$ cat src/rtl/axi_arb_pkg.sv
// Shared constants for the 3-master AXI3 arbiter: master indices, FSM state
// encodings and the round-robin successor helper.
package axi_arb_pkg;

    localparam int NUM_MASTERS = 3;

    localparam logic [1:0] M_ICACHE   = 2'd0;
    localparam logic [1:0] M_DCACHE   = 2'd1;
    localparam logic [1:0] M_UNCACHED = 2'd2;

    localparam logic [1:0] R_IDLE = 2'd0;
    localparam logic [1:0] R_ADDR = 2'd1;
    localparam logic [1:0] R_DATA = 2'd2;

    localparam logic [1:0] W_IDLE = 2'd0;
    localparam logic [1:0] W_ADDR = 2'd1;
    localparam logic [1:0] W_DATA = 2'd2;
    localparam logic [1:0] W_RESP = 2'd3;

    function automatic logic [1:0] next_master(input logic [1:0] idx);
        return (idx == 2'd2) ? 2'd0 : idx + 2'd1;
    endfunction

endpackage

$ cat src/rtl/arb_pick.sv
// Combinational 3-way grant selection. ARB_ROUND_ROBIN_EN selects round-robin
// from last+1; otherwise fixed priority dcache > uncached > icache.
module arb_pick
    import axi_arb_pkg::*;
(
    input  logic [NUM_MASTERS-1:0] req,
`ifdef ARB_ROUND_ROBIN_EN
    input  logic [1:0]             last,
`endif
    output logic [1:0]             gnt,
    output logic                   gnt_vld
);

`ifdef ARB_ROUND_ROBIN_EN
    logic [1:0] cand;
    logic       found;

    always_comb begin
        gnt     = '0;
        found   = 1'b0;
        cand    = last;
        gnt_vld = |req;
        for (int k = 0; k < NUM_MASTERS; k++) begin
            cand = next_master(cand);
            if (req[cand] && !found) begin
                gnt   = cand;
                found = 1'b1;
            end
        end
    end
`else
    always_comb begin
        gnt     = '0;
        gnt_vld = |req;
        if (req[M_DCACHE])        gnt = M_DCACHE;
        else if (req[M_UNCACHED]) gnt = M_UNCACHED;
        else if (req[M_ICACHE])   gnt = M_ICACHE;
    end
`endif

endmodule

$ cat src/rtl/axi_master_arbiter.sv
// Three upstream AXI3 masters onto one downstream port; independent read and
// write FSMs, one outstanding transaction each. Option: ARB_ROUND_ROBIN_EN.
module axi_master_arbiter
    import axi_arb_pkg::*;
#(
    parameter int BUS_WIDTH = 4
) (
    input  logic                                  aclk,
    input  logic                                  reset,
    input  logic [NUM_MASTERS-1:0][BUS_WIDTH-1:0] s_arid,
    input  logic [NUM_MASTERS-1:0][31:0]          s_araddr,
    input  logic [NUM_MASTERS-1:0][3:0]           s_arlen,
    input  logic [NUM_MASTERS-1:0][2:0]           s_arsize,
    input  logic [NUM_MASTERS-1:0][1:0]           s_arburst,
    input  logic [NUM_MASTERS-1:0][1:0]           s_arlock,
    input  logic [NUM_MASTERS-1:0][3:0]           s_arcache,
    input  logic [NUM_MASTERS-1:0][2:0]           s_arprot,
    input  logic [NUM_MASTERS-1:0]                s_arvalid,
    output logic [NUM_MASTERS-1:0]                s_arready,
    output logic [NUM_MASTERS-1:0][BUS_WIDTH-1:0] s_rid,
    output logic [NUM_MASTERS-1:0][31:0]          s_rdata,
    output logic [NUM_MASTERS-1:0][1:0]           s_rresp,
    output logic [NUM_MASTERS-1:0]                s_rlast,
    output logic [NUM_MASTERS-1:0]                s_rvalid,
    input  logic [NUM_MASTERS-1:0]                s_rready,
    input  logic [NUM_MASTERS-1:0][BUS_WIDTH-1:0] s_awid,
    input  logic [NUM_MASTERS-1:0][31:0]          s_awaddr,
    input  logic [NUM_MASTERS-1:0][3:0]           s_awlen,
    input  logic [NUM_MASTERS-1:0][2:0]           s_awsize,
    input  logic [NUM_MASTERS-1:0][1:0]           s_awburst,
    input  logic [NUM_MASTERS-1:0][1:0]           s_awlock,
    input  logic [NUM_MASTERS-1:0][3:0]           s_awcache,
    input  logic [NUM_MASTERS-1:0][2:0]           s_awprot,
    input  logic [NUM_MASTERS-1:0]                s_awvalid,
    output logic [NUM_MASTERS-1:0]                s_awready,
    input  logic [NUM_MASTERS-1:0][BUS_WIDTH-1:0] s_wid,
    input  logic [NUM_MASTERS-1:0][31:0]          s_wdata,
    input  logic [NUM_MASTERS-1:0][3:0]           s_wstrb,
    input  logic [NUM_MASTERS-1:0]                s_wlast,
    input  logic [NUM_MASTERS-1:0]                s_wvalid,
    output logic [NUM_MASTERS-1:0]                s_wready,
    output logic [NUM_MASTERS-1:0][BUS_WIDTH-1:0] s_bid,
    output logic [NUM_MASTERS-1:0][1:0]           s_bresp,
    output logic [NUM_MASTERS-1:0]                s_bvalid,
    input  logic [NUM_MASTERS-1:0]                s_bready,
    output logic [BUS_WIDTH-1:0]                  m_arid,
    output logic [31:0]                           m_araddr,
    output logic [3:0]                            m_arlen,
    output logic [2:0]                            m_arsize,
    output logic [1:0]                            m_arburst,
    output logic [1:0]                            m_arlock,
    output logic [3:0]                            m_arcache,
    output logic [2:0]                            m_arprot,
    output logic                                  m_arvalid,
    input  logic                                  m_arready,
    input  logic [BUS_WIDTH-1:0]                  m_rid,
    input  logic [31:0]                           m_rdata,
    input  logic [1:0]                            m_rresp,
    input  logic                                  m_rlast,
    input  logic                                  m_rvalid,
    output logic                                  m_rready,
    output logic [BUS_WIDTH-1:0]                  m_awid,
    output logic [31:0]                           m_awaddr,
    output logic [3:0]                            m_awlen,
    output logic [2:0]                            m_awsize,
    output logic [1:0]                            m_awburst,
    output logic [1:0]                            m_awlock,
    output logic [3:0]                            m_awcache,
    output logic [2:0]                            m_awprot,
    output logic                                  m_awvalid,
    input  logic                                  m_awready,
    output logic [BUS_WIDTH-1:0]                  m_wid,
    output logic [31:0]                           m_wdata,
    output logic [3:0]                            m_wstrb,
    output logic                                  m_wlast,
    output logic                                  m_wvalid,
    input  logic                                  m_wready,
    input  logic [BUS_WIDTH-1:0]                  m_bid,
    input  logic [1:0]                            m_bresp,
    input  logic                                  m_bvalid,
    output logic                                  m_bready
);

    logic [1:0] r_state_q, r_state_d, w_state_q, w_state_d;
    logic [1:0] rg_q, rg_d, wg_q, wg_d;
    logic [1:0] r_pick, w_pick;
    logic       r_pick_vld, w_pick_vld;

`ifdef ARB_ROUND_ROBIN_EN
    logic [1:0] r_ptr_q, r_ptr_d, w_ptr_q, w_ptr_d;

    arb_pick u_r_pick (.req(s_arvalid), .last(r_ptr_q), .gnt(r_pick), .gnt_vld(r_pick_vld));
    arb_pick u_w_pick (.req(s_awvalid), .last(w_ptr_q), .gnt(w_pick), .gnt_vld(w_pick_vld));
`else
    arb_pick u_r_pick (.req(s_arvalid), .gnt(r_pick), .gnt_vld(r_pick_vld));
    arb_pick u_w_pick (.req(s_awvalid), .gnt(w_pick), .gnt_vld(w_pick_vld));
`endif

    // Read path: the grant index only steers muxes outside R_IDLE, so all
    // downstream signals fall to zero whenever the FSM is idle or in reset.
    always_comb begin
        r_state_d = r_state_q;
        rg_d      = rg_q;
`ifdef ARB_ROUND_ROBIN_EN
        r_ptr_d   = r_ptr_q;
`endif
        {m_arid, m_araddr, m_arlen, m_arsize, m_arburst} = '0;
        {m_arlock, m_arcache, m_arprot, m_arvalid}        = '0;
        s_arready = '0;
        s_rid     = '0;
        s_rdata   = '0;
        s_rresp   = '0;
        s_rlast   = '0;
        s_rvalid  = '0;
        m_rready  = 1'b0;
        case (r_state_q)
            R_IDLE: if (r_pick_vld) begin
                rg_d      = r_pick;
                r_state_d = R_ADDR;
`ifdef ARB_ROUND_ROBIN_EN
                r_ptr_d   = r_pick;
`endif
            end
            R_ADDR: begin
                m_arid    = s_arid[rg_q];
                m_araddr  = s_araddr[rg_q];
                m_arlen   = s_arlen[rg_q];
                m_arsize  = s_arsize[rg_q];
                m_arburst = s_arburst[rg_q];
                m_arlock  = s_arlock[rg_q];
                m_arcache = s_arcache[rg_q];
                m_arprot  = s_arprot[rg_q];
                m_arvalid = s_arvalid[rg_q];
                s_arready[rg_q] = m_arready;
                if (m_arvalid && m_arready) r_state_d = R_DATA;
            end
            R_DATA: begin
                s_rid[rg_q]    = m_rid;
                s_rdata[rg_q]  = m_rdata;
                s_rresp[rg_q]  = m_rresp;
                s_rlast[rg_q]  = m_rlast;
                s_rvalid[rg_q] = m_rvalid;
                m_rready       = s_rready[rg_q];
                if (m_rvalid && m_rready && m_rlast) r_state_d = R_IDLE;
            end
            default: r_state_d = R_IDLE;
        endcase
    end

    // Write path: W is only opened after the AW handshake, which keeps data
    // from racing ahead of its address.
    always_comb begin
        w_state_d = w_state_q;
        wg_d      = wg_q;
`ifdef ARB_ROUND_ROBIN_EN
        w_ptr_d   = w_ptr_q;
`endif
        {m_awid, m_awaddr, m_awlen, m_awsize, m_awburst} = '0;
        {m_awlock, m_awcache, m_awprot, m_awvalid}        = '0;
        {m_wid, m_wdata, m_wstrb, m_wlast, m_wvalid}      = '0;
        s_awready = '0;
        s_wready  = '0;
        s_bid     = '0;
        s_bresp   = '0;
        s_bvalid  = '0;
        m_bready  = 1'b0;
        case (w_state_q)
            W_IDLE: if (w_pick_vld) begin
                wg_d      = w_pick;
                w_state_d = W_ADDR;
`ifdef ARB_ROUND_ROBIN_EN
                w_ptr_d   = w_pick;
`endif
            end
            W_ADDR: begin
                m_awid    = s_awid[wg_q];
                m_awaddr  = s_awaddr[wg_q];
                m_awlen   = s_awlen[wg_q];
                m_awsize  = s_awsize[wg_q];
                m_awburst = s_awburst[wg_q];
                m_awlock  = s_awlock[wg_q];
                m_awcache = s_awcache[wg_q];
                m_awprot  = s_awprot[wg_q];
                m_awvalid = s_awvalid[wg_q];
                s_awready[wg_q] = m_awready;
                if (m_awvalid && m_awready) w_state_d = W_DATA;
            end
            W_DATA: begin
                m_wid    = s_wid[wg_q];
                m_wdata  = s_wdata[wg_q];
                m_wstrb  = s_wstrb[wg_q];
                m_wlast  = s_wlast[wg_q];
                m_wvalid = s_wvalid[wg_q];
                s_wready[wg_q] = m_wready;
                if (m_wvalid && m_wready && m_wlast) w_state_d = W_RESP;
            end
            W_RESP: begin
                s_bid[wg_q]    = m_bid;
                s_bresp[wg_q]  = m_bresp;
                s_bvalid[wg_q] = m_bvalid;
                m_bready       = s_bready[wg_q];
                if (m_bvalid && m_bready) w_state_d = W_IDLE;
            end
            default: w_state_d = W_IDLE;
        endcase
    end

    always_ff @(posedge aclk or posedge reset) begin
        if (reset) begin
            r_state_q <= R_IDLE;
            w_state_q <= W_IDLE;
            rg_q      <= '0;
            wg_q      <= '0;
`ifdef ARB_ROUND_ROBIN_EN
            r_ptr_q   <= 2'd2;
            w_ptr_q   <= 2'd2;
`endif
        end else begin
            r_state_q <= r_state_d;
            w_state_q <= w_state_d;
            rg_q      <= rg_d;
            wg_q      <= wg_d;
`ifdef ARB_ROUND_ROBIN_EN
            r_ptr_q   <= r_ptr_d;
            w_ptr_q   <= w_ptr_d;
`endif
        end
    end

endmodule

$ cat config.mk
export PLATFORM = sky130hd
export DESIGN_NAME = axi_master_arbiter
export DESIGN_NICKNAME = d
export VERILOG_FILES = /design/src/rtl/axi_arb_pkg.sv /design/src/rtl/arb_pick.sv /design/src/rtl/axi_master_arbiter.sv
export SDC_FILE = /design/constraint.sdc
export NUM_CORES = 1
export LEC_CHECK = 0
export CORE_AREA = 5 5 313 315
export CTS_BUF_LIST = sky130_fd_sc_hd__clkbuf_8
export DETAILED_ROUTE_END_ITERATION = 12
export DIE_AREA = 0 0 318 320
export DONT_BUFFER_PORTS = 1
export SYNTH_ARGS = -nofsm -noshare
export SYNTH_HDL_FRONTEND = slang
export SYNTH_SLANG_ARGS = --single-unit
export TNS_END_PERCENT = 5
$ cat constraint.sdc
create_clock -name aclk -period 1.7 [get_ports aclk]
set_clock_uncertainty 0.15 [all_clocks]
set_input_delay 0.255 -clock aclk [delete_from_list [all_inputs] [get_ports aclk]]
set_output_delay 0.255 -clock aclk [all_outputs]
set_load 0.05 [all_outputs]
# Yosys cells after proc, flatten, opt, wreduce, memory -nomap -nowiden

Cells that the tools add are included.

Flip-flop bits (word level): 8
Bits of input ports: 514
Word-level logic and storage cells: 161

$lt $le $gt $ge: 4
Equal/unequal tests: 12
Mux-type cells: 113
Bitwise operators: 11
Reductions and logical operators: 17

Operator list:

| kind                                    | count |
|---|---|
| two-way mux 32 bit                      | 7 |
| binary-select mux 32 bit (select 2 bit) | 3 |
| bitwise AND 96 bit                      | 1 |
| two-way mux 96 bit                      | 1 |
| two-way mux 4 bit                       | 18 |
| binary-select mux 4 bit (select 2 bit)  | 8 |
| demux 32 bit (select 2 bit)             | 1 |
| two-way mux 2 bit                       | 21 |
| two-way mux 3 bit                       | 14 |
| bitwise AND 12 bit                      | 2 |
| binary-select mux 3 bit (select 2 bit)  | 4 |
| two-way mux 12 bit                      | 2 |
| bitwise AND 3 bit                       | 6 |
| binary-select mux 2 bit (select 2 bit)  | 4 |
| demux 4 bit (select 2 bit)              | 2 |
| two-way mux 1 bit                       | 14 |
| bitwise AND 6 bit                       | 2 |
| binary-select mux 1 bit (select 2 bit)  | 6 |
| two-way mux 6 bit                       | 2 |
| != test 2 bit (second input constant)   | 6 |
| logical AND 1 bit                       | 9 |
| demux 2 bit (select 2 bit)              | 2 |
| case mux 2 bit (4 select lines)         | 1 |
| == test 2 bit (second input constant)   | 3 |
| other kinds (11)                        | 18 |

# Depth between registers and ports, before layout

Gate-level depths: netlist (run 1).

Word-level depth: 6
Gate-level depth with buffers: 8

# Cells and area by module

A second synthesis (run 1) with hierarchy kept.

Cells, all modules: 919
Area, all modules: 5620.4 um2

By module, submodules not included:

| module             | times used | cells each | area an instance (um2) |
|---|---|---|---|
| axi_master_arbiter | 1          | 913        | 5575.3 |
| arb_pick           | 2          | 3          | 22.5 |

# Least setup slack after synthesis (run 1)

Ideal clock, no wire load.

Kind: reg2out
From: register rg_q[1]
To: output s_arready[0]
Data arrival time: 1970 ps
Data required time: 1295 ps
Path slack: -675 ps
Stages on the path, launching flop included: 5
Path through: dfrtp_1 clkbuf_1 buf_2 clkbuf_1 nor3_1

Cells in the longest elaborated chain, start to end: 6
Elaborated cells on any way between the ends: 7

RTL lines:

| item                                                                                                      | line                      | RTL |
|---|---|---|
| start, declared                                                                                           | axi_master_arbiter.sv:85  | `logic [1:0] rg_q, rg_d, wg_q, wg_d;` |
| start signal, assigned                                                                                    | axi_master_arbiter.sv:221 | `rg_q <= rg_d;` |
| less-than comparator 2 x 3 -> 1 bit (not written as such) or >= comparator 2 x 1 -> 1 bit (tied branches) | axi_master_arbiter.sv:134 | `s_arready[rg_q] = m_arready;` |
| logical AND 1 bit (not written as such)                                                                   | axi_master_arbiter.sv:134 |  |
| two-way mux 1 bit (not written as such)                                                                   | axi_master_arbiter.sv:134 |  |
| demux 1 bit (select 2 bit) *                                                                              | axi_master_arbiter.sv:134 |  |
| bitwise AND 3 bit (no source line) *                                                                      | --                        |  |
| two-way mux 3 bit *                                                                                       | axi_master_arbiter.sv:116 | `case (r_state_q)` |
| end, declared                                                                                             | axi_master_arbiter.sv:19  | `output logic [NUM_MASTERS-1:0] s_arready,` |

Mark *: on every way between the ends. The rest lies on a longest branch, timed or not.

# Final worst setup path (run 1)

From: register wg_q[1]
To: output m_awaddr[6]

Cells in the longest elaborated chain, start to end: 3

RTL lines:

| item                                     | line                      | RTL |
|---|---|---|
| start, declared                          | axi_master_arbiter.sv:85  |  |
| start signal, assigned                   | axi_master_arbiter.sv:222 | `wg_q <= wg_d;` |
| binary-select mux 32 bit (select 2 bit)  | axi_master_arbiter.sv:177 | `m_awaddr = s_awaddr[wg_q];` |
| two-way mux 32 bit (not written as such) | axi_master_arbiter.sv:177 |  |
| two-way mux 32 bit                       | axi_master_arbiter.sv:167 | `case (w_state_q)` |
| end, declared                            | axi_master_arbiter.sv:63  | `output logic [31:0] m_awaddr,` |

Every way passes these cells. The select of a mux whose other input is x is not followed.

==> metrics.yaml, run 1 <==
run_status:
  outcome: "finished with violations"
  violations: "negative setup slack"
placement:
  place_area_mm2: 0.0122
  place.port_buffers: 0
  finalWeightedCongestion: 0.912
  hpwl_um: 46700
worst_setup_path:
  critPathTopFamily: "buffers and inverters"
  end_kind: "primary output"
  crit_arrival_ps: 1930
  crit_required_ps: 1290
  crit_type: "register to primary output"
  cp_num_buf_inv: 4
  worst_setup_path_start_kind: "register"
  crit_slowest_cell: "dfrtp_4"
  crit_fanout: 21
  path_cells: "buf_12, buf_16, buf_12, mux2i_4, o21ai_1, and2_2, buf_12"
  cp_common_cell: "buf_12"
  worst_path_largest_cell_delay_ps: 430
final_layout:
  area_growth_pct: 141
  fin_nets: 1658
  final_area_mm2: 0.0135
  final.fill_count: 10700
  drive_gt1_share_pct: 62.2
timing:
  rsz0062_at_grt: "yes"
  timing.final.crit_share_pct: 137
  holdWs_ps: 24.6
  drv_slew: 0
  finalHoldViolCount: 0
  fmax_ghz: 0.429
  tightest_slew_ps: 580
  relSlewSlack_pct: 61.3
  layout_setup_ws_ps: -631
  setup_viol: 308
  min_period_ps: 2330
floorplanning:
  design.core.area_mm2: 0.0946
  row_count: 113
  initial_core_util_pct: 5.92
  die_area_mm2: 0.102
  dieHeight_um: 320
  chipWidth_um: 318
  ios: 818
global_route:
  grt_overflow: 0
  grt_max_degree: 63
  track_usage_pct: 9.63
  grt_pass1_vias: 8157
  grt_first_pass_wirelength_um: 69700
  grt_antenna_before_repair: 25
flow_run:
  maxCapViolations: 0
logic_synthesis:
  ys_ff_latch: 8
  syn_nets: 1440
  syn_inst: 922
  synth.distinct_cells: 35
  synthFlopType: "dfrtp_1"
  syn_area_mm2: 0.00560
  async_reset_ff_share_pct: 100
  avgSynthCellArea_um2: 6.07
  synth_edf_count: 0
  seq_area_frac_synth_pct: 3.58
  ys_warn_count: 0
pwr:
  p_int_uw: 13300
  leakage_uw: 0.00502
  switching_share_pct: 55.3
  power_switching_uw: 16400
  max-vdd-ir-drop_mv: 1.39
  p_per_area_mw_per_mm2: 2200
  combPwrFrac_pct: 97.5
  power_frac_seq_pct: 1.5
  power.share.clock_pct: 0.9
clock_tree:
  cts_sinks: 8
  cts_tree: "yes"
  cts_buffers: 3
  cts_htree_levels: 1
  clk_latency_ps: 250
  clk_path_buf_depth: 2
  cts_root_buf: "clkbuf_8"
  cts.clk_slew.worst_paths_ps: 60
routing:
  vias_per_cell: 3.24
  drc_errors: 0
  wire_per_inst_um: 22.1
  ant_nets: 0
  drtIter0Drc: 387
  wirelength_um: 53400
  via_count: 7834
  firstDrtPassIters: 4
min_path:
  hp-class: "input pin to register"
-- cell families after synthesis --
logic type	synth area share, %
AOI/OAI and AO/OA	15.8
adders and majority gates	0.894
buffers and inverters	8.04
DFF	3.58
muxes	27.7
and+or+nand+nor	43.9
-- Yosys cell counts (2+ instances only) --
| cell | count | area, um^2 |
|---|---|---|
| inv_1 | 6 | 22.5 |
| o22ai_1 | 2 | 12.5 |
| buf_2 | 30 | 150 |
| buf_4 | 8 | 60.1 |
| a21oi_1 | 55 | 275 |
| buf_6 | 4 | 45.0 |
| buf_1 | 2 | 7.51 |
| nor3_1 | 3 | 15.0 |
| and2_1 | 219 | 1370 |
| nor2b_1 | 2 | 12.5 |
| nand2_1 | 112 | 420 |
| o21ai_0 | 5 | 25.0 |
| o21ai_1 | 98 | 490 |
| ha_1 | 4 | 50.1 |
| nor3b_1 | 2 | 15.0 |
| dfrtp_1 | 8 | 200 |
| mux2i_1 | 154 | 1540 |
| nand3_1 | 2 | 10.0 |
| nor2_1 | 143 | 537 |
| clkbuf_1 | 44 | 165 |
| nand2b_1 | 5 | 31.3 |
-- through the flow --
| step | power (uW) | setup TNS, ps | utilization [%] | setup slack [ps] | cells |
|---|---|---|---|---|---|
| finish | 29700 | -144170 | 14.3 | -631 | 2420 |
| global route | 31200 | -172460 | 14.2 | -712 | 2415 |
| CTS | 29800 | -153930 | 14.0 | -685 | 2403 |
| detailed placement | 26700 | -86850 | 12.9 | -698 | 2370 |
| global placement | 26600 | -81840 | 12.9 | -693 | 2370 |
| floorplan | 15500 | -31820 | - | -176 | 922 |
-- power groups by stage --
stage / Combinational, uW / Sequential, uW / Clock [uW]
2_1_floorplan: 15200 / 347 / 0
3_3_place_gp: 26200 / 442 / 0
3_5_place_dp: 26300 / 448 / 0
4_1_cts: 29000 / 461 / 297
5_1_grt: 30400 / 481 / 303
6_report: 29000 / 460 / 271
-- sequential cells by signal (all words and copies together) (netlist names) --
signal     flops
r_state_q      2
rg_q           2
w_state_q      2
wg_q           2
-- cells in the final DEF, fill, tap and decap left out, drive strengths merged, types with 6 or more instances in the layout --
master,count
nor2,143
a21oi,55
inv,6
dfrtp,8
and2,219
diode,17
nand2,112
buf,294
clkbuf,6
nand2b,6
mux2i,154
o21ai,103
-- repair_timing --
action / CTS / global route
hold buffers: 4 / 0
resized for setup: 261 / 57
gates cloned: 7 / 3
setup buffers: 20 / 0
hold endpoints to repair: 13 / 0
pin swaps: 115 / 11
setup endpoints to repair: 308 / 308
-- layout make-up --
| cell class | count | area [um^2] | area share, % |
|---|---|---|---|
| Tap cell | 1265 | 1580 | 11.7 |
| Timing Repair Buffer | 301 | 5150 | 38.2 |
| Multi-Input combinational cell | 820 | 6430 | 47.7 |
| Inverter | 6 | 22.5 | 0.167 |
| Clock buffer | 3 | 41.3 | 0.306 |
| Sequential cell | 8 | 213 | 1.58 |
| Antenna cell | 17 | 42.5 | 0.315 |
-- final timing paths --
kind / startpoint / endpoint / slack [ps] / cells after the start
worst max-delay path: wg_q[1]$_DFFE_PP0P_ / m_awaddr[6] / -630 / 7
worst min-delay path: s_arvalid[2] / rg_q[1]$_DFFE_PP0P_ / 20 / 1
worst max register to register: wg_q[1]$_DFFE_PP0P_ / w_state_q[1]$_DFFE_PP0P_ / -450 / 7
worst min register to register: w_state_q[1]$_DFFE_PP0P_ / w_state_q[1]$_DFFE_PP0P_ / 410 / 1
max in group asynchronous: reset / wg_q[0]$_DFFE_PP0P_ / 600 / 2
min in group asynchronous: reset / rg_q[0]$_DFFE_PP0P_ / 360 / 2
-- metal layers --
layer  part of all wire [%]  GRT usage [%]  up-vias
met5                   0.23              0        -
met4                    3.1           2.54       16
met3                     13           5.48       71
met2                     49           16.9      544
met1                     34           9.92     3698
li1                       -              -     3505
Note: power is estimated with default switching activity, not from simulation.
==> inputs of run 2 (changes only) <==
--- a/config.mk
+++ b/config.mk
@@ -5,10 +5,11 @@
 export SDC_FILE = /design/constraint.sdc
 export NUM_CORES = 1
 export LEC_CHECK = 0
-export CORE_AREA = 5 5 313 315
+export ABC_AREA = 1
+export CORE_AREA = 5 5 315 317
 export CTS_BUF_LIST = sky130_fd_sc_hd__clkbuf_8
 export DETAILED_ROUTE_END_ITERATION = 12
-export DIE_AREA = 0 0 318 320
+export DIE_AREA = 0 0 320 322
 export DONT_BUFFER_PORTS = 1
 export SYNTH_ARGS = -nofsm -noshare
 export SYNTH_HDL_FRONTEND = slang
==> constraint.sdc (replaced) <==
create_clock -name aclk -period 2.4 [get_ports aclk]
set_clock_uncertainty 0.15 [all_clocks]
set_input_delay 0.36 -clock aclk [delete_from_list [all_inputs] [get_ports aclk]]
set_output_delay 0.36 -clock aclk [all_outputs]
set_load 0.05 [all_outputs]
==> run 2 against run 1 <==
  * The flow now finishes without violations
  * Area after synthesis up 1.1%
  * Via count rose by 30%
  * Critical path depth is 1 higher
  * Non-clock buffer count up 54
  * Cell area shrank 10%
  * Sequential power is 31% lower
  * Worst hold slack gained 37 ps
  * Power down 35%
  * Global-route usage is 1.4 points higher
  * Sequential cell count is the same
  * First-iteration DRC count increased by 140%
  * Worst setup slack improved by 660 ps
  * Critical path type unchanged
  * Critical endpoint is now m_wdata[28]
==> metrics.yaml, run 2 <==
run_status:
  outcome: "complete, no violations"
timing:
  tightest_slew_ps: 773
  fmax_ghz: 0.422
  timing.final.crit_share_pct: 98.8
  holdWs_ps: 61.9
  setup_viol: 0
  min_period_ps: 2370
  finalHoldViolCount: 0
  drv_slew: 0
  relSlewSlack_pct: 48.0
  rsz0062_at_grt: "yes"
routing:
  drtIter0Drc: 929
  via_count: 10200
  vias_per_cell: 3.57
  ant_nets: 0
  wire_per_inst_um: 22.4
  drc_errors: 0
  firstDrtPassIters: 7
  wirelength_um: 63600
worst_setup_path:
  worst_setup_path_start_kind: "register"
  reg2reg_depth: 10
  crit_fanout: 9
  cp_num_buf_inv: 4
  crit_arrival_ps: 1860
  worst_path_largest_cell_delay_ps: 520
  crit_slowest_cell: "dfrtp_4"
  cp_common_cell: "buf_12"
  worst-path-stages: 8
  path_cells: "nor2_4, buf_12, buf_12, nand2_1, nand3_2, nand2_1, inv_2, buf_12"
  critPathTopFamily: "buffers and inverters"
  crit_required_ps: 1890
  crit_type: "register to primary output"
  end_kind: "primary output"
logic_synthesis:
  synthFlopType: "dfrtp_1"
  synth.distinct_cells: 26
  syn_inst: 1292
  async_reset_ff_share_pct: 100
  yosysMostFrequentCell: "nand2_1"
  synth_top_cell_area_share_pct: 34.8
  ys_ff_latch: 8
  syn_nets: 1810
  avgSynthCellArea_um2: 4.38
  seq_area_frac_synth_pct: 3.54
  synth_common_cells: "nand2_1 (525), nand3_1 (309), inv_1 (167)"
  ys_warn_count: 0
  synth_edf_count: 0
  syn_area_mm2: 0.00566
  yosys.area.top_type: "nand2_1"
  synth_area_leaders: "nand2_1 (35%), nand3_1 (27%), inv_1 (11%)"
floorplanning:
  ios: 818
  chipWidth_um: 320
  row_count: 114
  dieHeight_um: 322
  initial_core_util_pct: 5.90
  die_area_mm2: 0.103
  design.core.area_mm2: 0.0960
placement:
  hpwl_um: 53300
  place_area_mm2: 0.0114
  finalWeightedCongestion: 1.03
  place.port_buffers: 0
  dpl.cell_count: 2800
pwr:
  power_switching_uw: 11900
  leakage_uw: 0.00591
  power.share.clock_pct: 1.0
  switching_share_pct: 61.2
  combPwrFrac_pct: 97.4
  power_frac_seq_pct: 1.6
  p_per_area_mw_per_mm2: 1600
  max-vdd-ir-drop_mv: 0.931
  p_int_uw: 7520
final_layout:
  fin_nets: 2071
  register_area_um2: 205
  drive_gt1_share_pct: 31.1
  final_cell_mix: "nand2_1 (512), nand3_1 (290), buf_12 (173)"
  final.fill_count: 11100
  area_growth_pct: 114
  multi_input_area_mm2: 0.00447
  final_area_mm2: 0.0121
  layout_commonest_cell: "nand2_1"
  instances_no_fill: 2847
clock_tree:
  cts_buffers: 3
  cts_tree: "yes"
  clk_path_buf_depth: 2
  clk_latency_ps: 240
  cts_htree_levels: 1
  cts.clk_slew.worst_paths_ps: 60
  cts_root_buf: "clkbuf_8"
  cts_sinks: 8
global_route:
  grt_overflow: 0
  grt_max_degree: 57
  grt_antenna_before_repair: 34
  grt_pass1_vias: 9444
  track_usage_pct: 11.0
  grt_first_pass_wirelength_um: 79200
min_path:
  hp-class: "input pin to register"
  hold_depth: 1
flow_run:
  maxCapViolations: 0
run 2: cell types whose count changed after synthesis, moves of 5 or more:
cell and delta:
nor2_1 +14, and2_1 -219, nand3_1 +307, nand2b_1 -5
o21ai_1 -98, a21oi_1 -54, buf_1 +5, inv_1 +161
buf_2 +15, nand2_1 +413, mux2i_1 -153, clkbuf_1 -9
run 2: final timing paths:
path	start	end	slack, ps
setup reg to reg	wg_q[0]$_DFFE_PP0P_	w_state_q[1]$_DFFE_PP0P_	420
hold reg to reg	w_state_q[1]$_DFFE_PP0P_	w_state_q[1]$_DFFE_PP0P_	400
setup / recovery	wg_q[0]$_DFFE_PP0P_	m_wdata[28]	30
hold / removal	s_arvalid[1]	rg_q[1]$_DFFE_PP0P_	60
max in group asynchronous	reset	wg_q[0]$_DFFE_PP0P_	1150
min in group asynchronous	reset	r_state_q[1]$_DFFE_PP0P_	510
run 2: layout make-up:
| type | instances | share of cell area [%] |
|---|---|---|
| inverter | 172 | 5.39 |
| antenna | 20 | 0.412 |
| clock buffer | 3 | 0.340 |
| multi-input combinational | 1013 | 36.9 |
| sequential | 8 | 1.69 |
| tap | 1276 | 13.2 |
| timing repair buffer | 355 | 42.1 |
run 2: power groups by stage:
stage / registers, uW / logic, uW / clock network [uW]
2_1_floorplan: 258 / 9550 / 0
3_3_place_gp: 305 / 17700 / 0
3_5_place_dp: 309 / 17800 / 0
4_1_cts: 325 / 18800 / 207
5_1_grt: 327 / 20100 / 206
6_report: 316 / 18900 / 185
run 2: cells by family (layout without fill, tap and decap cells):
group                      count (synthesis)  in the layout  synth area share, %
adders and majority gates                  4              4                0.884
and+or+nand+nor                         1001           1001                 74.0
buffers and inverters                    271            530                 20.3
muxes                                      1              1                0.177
DFF                                        8              8                 3.54
other                                      0             20                    0
AOI/OAI and AO/OA                          7              7                 1.04
run 2: what timing repair did:
action,in CTS,in global routing
hold buffers,1,0
endpoints found under the setup margin,76,182
gates cloned,7,4
endpoints found under the hold margin,8,0
pin swaps,4,3
gates resized for setup,76,48
buffers inserted,8,5
run 2: routing by layer:
layer	share of wire (%)	global-route usage (%)	up-vias	wire length, um
met4	3.5	3.11	22	2230
met5	0.22	0	-	141
met1	30	10.0	4689	18900
li1	-	-	4490	-
met3	14	6.07	157	9070
met2	52	20.9	816	33300
run 2: stage by stage:
stage	utilization, %	setup TNS (ps)	total power [uW]	setup WS (ps)
after floorplan	-	0	9810	142
final	12.6	0	19400	28.3
after global placement	11.9	0	18000	50.7
after detailed placement	11.9	0	18100	54.8
after global routing	12.6	-403	20600	-62.5
after CTS	12.4	-243	19300	-42.1
run 2: worst register-to-register path, stage by stage, from the launching register on:
cell     delay, ps
dfrtp_4        520
nor2_4         240
buf_12         160
buf_16         180
nand2_1         90
nand3_2         90
nand2_2         70
a21oi_4        160
nand3_2        100
nand2_1         70
nand2_1         50
